[src/rtl/riscv_pkg.sv]
// riscv_pkg: definitions shared by the front-end blocks.
//   fetch_state_t     - fetch controller state encoding
//   NOP_INSTR         - canonical NOP (addi x0, x0, 0)
//   DEFAULT_RESET_PC  - default first fetch address after reset
package riscv_pkg;

    typedef enum logic [1:0] {
        START   = 2'd0,
        FETCH   = 2'd1,
        HOLD    = 2'd2,
        DISCARD = 2'd3
    } fetch_state_t;

    localparam logic [31:0] NOP_INSTR        = 32'h0000_0013;
    localparam logic [31:0] DEFAULT_RESET_PC = 32'h0000_0000;

endpackage

[src/rtl/fetch_unit.sv]
// fetch_unit: single-outstanding-request instruction fetch stage.
//
// Ports
//   clk, rst       clock (rising edge), asynchronous active-high reset
//   pc_sel, target redirect request and its address (low two bits ignored)
//   imem_req       instruction-memory request
//   imem_addr      instruction-memory address, stable until imem_ack
//   imem_ack       memory accepted the request, imem_rdata valid this cycle
//   imem_rdata     instruction word
//   out_valid      instruction available to decode
//   out_ready      decode accepts the instruction
//   out_instr      fetched instruction
//   out_pc         address of out_instr
//   out_pc4        out_pc + 4 (link value)
//   dbg_state      current controller state, for observation only
//
// Handshakes: the memory side is request/acknowledge -- imem_req is held
// with a stable imem_addr until a cycle with imem_ack=1, which completes
// the transfer. The decode side is valid/ready -- out_valid stays high with
// stable payload until a cycle where out_valid & out_ready, which delivers.
module fetch_unit
    import riscv_pkg::*;
#(
    parameter int               WIDTH    = 32,
    parameter logic [WIDTH-1:0] RESET_PC = WIDTH'(DEFAULT_RESET_PC)
) (
    input  logic             clk,
    input  logic             rst,
    input  logic             pc_sel,
    input  logic [WIDTH-1:0] target,
    output logic             imem_req,
    output logic [WIDTH-1:0] imem_addr,
    input  logic             imem_ack,
    input  logic [31:0]      imem_rdata,
    output logic             out_valid,
    input  logic             out_ready,
    output logic [31:0]      out_instr,
    output logic [WIDTH-1:0] out_pc,
    output logic [WIDTH-1:0] out_pc4,
    output logic [1:0]       dbg_state
);

    fetch_state_t     state, state_next;
    logic [WIDTH-1:0] pc, pc_next;
    logic [WIDTH-1:0] redirect_pc, redirect_next;
    logic [WIDTH-1:0] pc_inc;
    logic [WIDTH-1:0] tgt;
    logic             capture;
    logic             valid_next;

    // Word-aligned redirect address; plain addition wraps modulo 2^WIDTH.
    assign tgt       = target & ~(WIDTH'(3));
    assign pc_inc    = pc + WIDTH'(4);
    assign imem_addr = pc;
    assign dbg_state = state;

    always_comb begin
        state_next    = state;
        pc_next       = pc;
        redirect_next = redirect_pc;
        capture       = 1'b0;
        valid_next    = out_valid;
        imem_req      = 1'b0;

        case (state)
            START: begin
                state_next = FETCH;
                if (pc_sel) pc_next = tgt;
            end

            FETCH: begin
                imem_req = 1'b1;
                if (imem_ack) begin
                    if (pc_sel) begin
                        // Returned word belongs to the wrong path: drop it.
                        pc_next = tgt;
                    end else begin
                        capture    = 1'b1;
                        pc_next    = pc_inc;
                        valid_next = 1'b1;
                        state_next = HOLD;
                    end
                end else if (pc_sel) begin
                    // The request cannot be withdrawn; keep presenting the
                    // old address and remember where to go once it lands.
                    redirect_next = tgt;
                    state_next    = DISCARD;
                end
            end

            DISCARD: begin
                imem_req = 1'b1;
                if (pc_sel) redirect_next = tgt;
                if (imem_ack) begin
                    pc_next    = pc_sel ? tgt : redirect_pc;
                    state_next = FETCH;
                end
            end

            HOLD: begin
                // A handshake coinciding with a redirect still delivers;
                // either event ends the hold. pc already points past out_pc.
                if (pc_sel || out_ready) begin
                    valid_next = 1'b0;
                    state_next = FETCH;
                    if (pc_sel) pc_next = tgt;
                end
            end

            default: begin
                state_next = START;
            end
        endcase
    end

    always_ff @(posedge clk or posedge rst) begin
        if (rst) begin
            state       <= START;
            pc          <= RESET_PC;
            redirect_pc <= RESET_PC;
            out_valid   <= 1'b0;
            out_instr   <= NOP_INSTR;
            out_pc      <= '0;
            out_pc4     <= '0;
        end else begin
            state       <= state_next;
            pc          <= pc_next;
            redirect_pc <= redirect_next;
            out_valid   <= valid_next;
            if (capture) begin
                out_instr <= imem_rdata;
                out_pc    <= pc;
                out_pc4   <= pc_inc;
            end
        end
    end

endmodule

[config.mk]
export PLATFORM = sky130hd
export DESIGN_NAME = fetch_unit
export DESIGN_NICKNAME = d
export VERILOG_FILES = /design/src/rtl/riscv_pkg.sv /design/src/rtl/fetch_unit.sv
export SDC_FILE = /design/constraint.sdc
export NUM_CORES = 1
export LEC_CHECK = 0
export ABC_AREA = 1
export BUFFER_PORTS_ARGS = -buffer_cell sky130_fd_sc_hd__buf_2
export CAP_MARGIN = 20
export CORE_UTILIZATION = 54
export CTS_CLUSTER_DIAMETER = 60
export DETAILED_ROUTE_END_ITERATION = 12
export PLACE_DENSITY = 0.77
export SYNTH_ARGS = -nofsm -noshare
export SYNTH_HDL_FRONTEND = slang
export SYNTH_SLANG_ARGS = --single-unit
export TNS_END_PERCENT = 10
[constraint.sdc]
create_clock -name clk -period 6.3 [get_ports clk]
set_input_delay 0.63 -clock clk [delete_from_list [all_inputs] [get_ports clk]]
set_output_delay 0.63 -clock clk [all_outputs]
set_load 0.01 [all_outputs]
==> results.json <==
{
  "status": "finished clean",
  "period_needed_ps": 3580,
  "worstPathRequired_ps": 6580,
  "drtPass1Iterations": 5,
  "tritoncts": "yes",
  "internal_power_mw": 2.93,
  "die_area_um2": 15400,
  "grt_util_met3_pct": 5.60,
  "maxSlewViolCount": 0,
  "largest_net_degree_at_the_start_of_global_routing": 98,
  "grt_usage_pct": 29.5,
  "power_leakage_nw": 5.36,
  "timing_hold_violations_final": 0,
  "drt_via_density": 5.16,
  "power.switching_mw": 2.09,
  "max-cap-violations": 0,
  "crit_buf_inv": 5,
  "synthesis.yosys.warnings": 0,
  "global_route_wire_length_before_repair_um": 35800,
  "clock_power_share_pct": 22.8,
  "clkTransAtPathRegs_ps": 60,
  "cts_htree_levels": 4,
  "post-place-cells": 1425,
  "postCtsSetupBuffers": 0,
  "cts.root.buffer_cell": "sky130_fd_sc_hd__clkbuf_16",
  "max-slew-margin-rel_pct": 32.1,
  "path_cells": "inv_2, nor2_4, inv_2, nor2_2, inv_2, nor2_4, clkinv_2, buf_4, nand2_1, o21ai_0",
  "drt_drc_violations_left": 0,
  "critical-path-top-delay-family": "buffers and inverters",
  "critical_path_class": "register to register",
  "fin_nets": 1332,
  "cts_max_path_buffers": 2,
  "synth-main-ff-cell": "sky130_fd_sc_hd__dfrtp_1",
  "worst_path_largest_cell_delay_ps": 680,
  "library_cell_with_the_largest_summed_area_after_synthesis": "sky130_fd_sc_hd__dfrtp_1",
  "start_util_pct": 55.5,
  "ys_top_cells_by_area": "sky130_fd_sc_hd__dfrtp_1 49%, sky130_fd_sc_hd__nand2_1 24%, sky130_fd_sc_hd__o21ai_0 5.4%, sky130_fd_sc_hd__inv_1 3.8%, sky130_fd_sc_hd__nor2_1 2.8%",
  "data_arrival_time_of_the_critical_path_ps": 3870,
  "die_height_um": 124,
  "grt_util_met2_pct": 42.7,
  "synth.lib_cells_used.distinct": 28,
  "max_slew.worst_pin.slew_ps": 1020,
  "combPwrFrac_pct": 40.2,
  "antenna_violations_before_repair": 0,
  "power_per_cell_area_nw_per_um2": 517,
  "layoutNonFillerInstCount": 1458,
  "synth.top_cells.by_count": "520 x sky130_fd_sc_hd__nand2_1, 158 x sky130_fd_sc_hd__dfrtp_1, 87 x sky130_fd_sc_hd__o21ai_0",
  "syn-mean-instance-area_um2": 7.37,
  "antenna_cells": 0,
  "numCtsBuffers": 17,
  "cp_max_delay_cell": "sky130_fd_sc_hd__nor2_4",
  "cts_resized": 0,
  "yosysSeqAreaShare_pct": 50.0,
  "post-route-util_pct": 66.8,
  "post_drt_wl_per_cell_um": 15.3,
  "timing.final.setup_violations": 0,
  "drt_first_iter_violations": 637,
  "worst_hold_path_type": "input pin to asynchronous set/reset pin",
  "post-layout-total-power_mw": 5.02,
  "tns_ps": 0,
  "place.gp.congestion": 0.927,
  "grt_pass1_vias": 6748,
  "syn-num-nets": 1165,
  "mappedNetlistArea_um2": 8070,
  "port_buffers": 198,
  "area_growth_syn_to_layout_pct": 20.4,
  "seq_power_share_pct": 37.0,
  "worst_hold_slack_across_all_endpoints_ps": 364,
  "worst-r2r-setup-slack_ps": 2720,
  "core_area_um2": 14500,
  "drtAntennaViolNets": 0,
  "timing.critical_path.from_type": "register",
  "ys_async_sr_fraction_pct": 100,
  "worstPathMaxFanout": 76,
  "number_of_rows_in_the_core_area": 44,
  "final_min_period_over_clock_period_pct": 56.9,
  "clock_skew_ps": 6.54,
  "critical-path-top-cell-by-count": "sky130_fd_sc_hd__inv_2",
  "yosysMostFrequentCell": "sky130_fd_sc_hd__nand2_1",
  "hold_buffers": 0,
  "power.ir.vdd_worst_mv": 0.213,
  "sink_count": 161,
  "drive_above_1_share_pct": 20.3,
  "hpwl_um": 15800,
  "worstSkewPairLatency_ps": 430,
  "global_routing_met1_resource_utilization_pct": 44.5,
  "ys_seq_elements": 161,
  "switching_share_pct": 41.6,
  "vias": 7518,
  "synth-edff-count": 0,
  "worst_setup_path_end_kind": "register",
  "synth_largest_type_area_fraction_pct": 49.0,
  "routed_wl_um": 22400,
  "fmaxAchievable_mhz": 279,
  "grt_most_used_layer": "met1",
  "die_width_um": 124,
  "postSynthCellCount": 1094,
  "grt_overflow": 0,
  "rsz0062_at_grt": "no",
  "pin_count": 201
}
[worst paths after layout]
kind | startpoint | endpoint | depth (start not counted)
worst max-delay path | dbg_state[0]$_DFFE_PP0P_ | out_pc4[9]$_DFFE_PP0P_ | 10
worst min-delay path | rst | out_instr[30]$_DFFE_PP0P_ | 2
worst max register to register | dbg_state[0]$_DFFE_PP0P_ | out_pc4[9]$_DFFE_PP0P_ | 10
worst min register to register | out_instr[25]$_DFFE_PP0P_ | out_instr[25]$_DFFE_PP0P_ | 2
max in group asynchronous | rst | redirect_pc[13]$_DFFE_PP0P_ | 3
min in group clk | imem_rdata[0] | out_instr[0]$_DFFE_PP1P_ | 3
[power by group through the flow]
stage	clock [mW]	combinational (mW)	sequential, mW
2_1_floorplan	0	1.04	2.01
3_3_place_gp	0	1.95	1.85
3_5_place_dp	0	1.99	1.87
4_1_cts	1.15	2.00	1.85
5_1_grt	1.19	2.26	1.91
6_report	1.14	2.02	1.86
[logic make-up (layout without fill, tap and decap cells)]
| logic type | after synthesis | after routing | share of synthesized area [%] |
|---|---|---|---|
| buffers and inverters | 142 | 322 | 7.72 |
| AO/OA/AOI/OAI | 157 | 157 | 10.5 |
| flip-flops | 161 | 161 | 50.0 |
| XOR/XNOR | 15 | 15 | 1.63 |
| adder cells (fa/ha/maj) | 2 | 2 | 0.310 |
| AND/OR/NAND/NOR | 617 | 617 | 29.8 |
[state kept, by name, indices dropped and copies added (netlist names)]
signal and flops:
dbg_state 2, out_pc 32, out_instr 32, out_pc4 30
imem_addr 32, redirect_pc 32, out_valid 1
[through the flow]
step,setup WS (ps),instance area (µm²)
after floorplan,1330,8070
after global placement,2840,9040
after detailed placement,2760,9040
after CTS,2740,9690
after global routing,2290,9710
final,2720,9710
[placed cells by master (no fill, tap or decap), types with 7 or more instances in the layout]
master and count:
sky130_fd_sc_hd__xor2_1 14, sky130_fd_sc_hd__nand2_1 520, sky130_fd_sc_hd__a21boi_1 14, sky130_fd_sc_hd__a21oi_1 15
sky130_fd_sc_hd__nor2_4 7, sky130_fd_sc_hd__inv_1 80, sky130_fd_sc_hd__clkbuf_16 17, sky130_fd_sc_hd__buf_2 198
sky130_fd_sc_hd__o21ai_1 31, sky130_fd_sc_hd__nor2_1 60, sky130_fd_sc_hd__dfrtp_1 158, sky130_fd_sc_hd__o21ai_0 87
sky130_fd_sc_hd__nand3_1 19
[area by class of cell]
type,instances,area (µm²)
fillers,1256,4820
flip-flops and latches,161,4030
multi-input cells,791,3420
repair buffers,203,1040
clock buffers,19,443
inverters,87,333
well taps,184,230
clock inverters,13,208
[layer usage]
metal  up-vias  wire length [µm]
met1      3436             10500
met5         -                 0
li1       3724                 -
met4         0               436
met2       324              9720
met3        34              1730
Note: power is estimated with default switching activity, not from simulation.
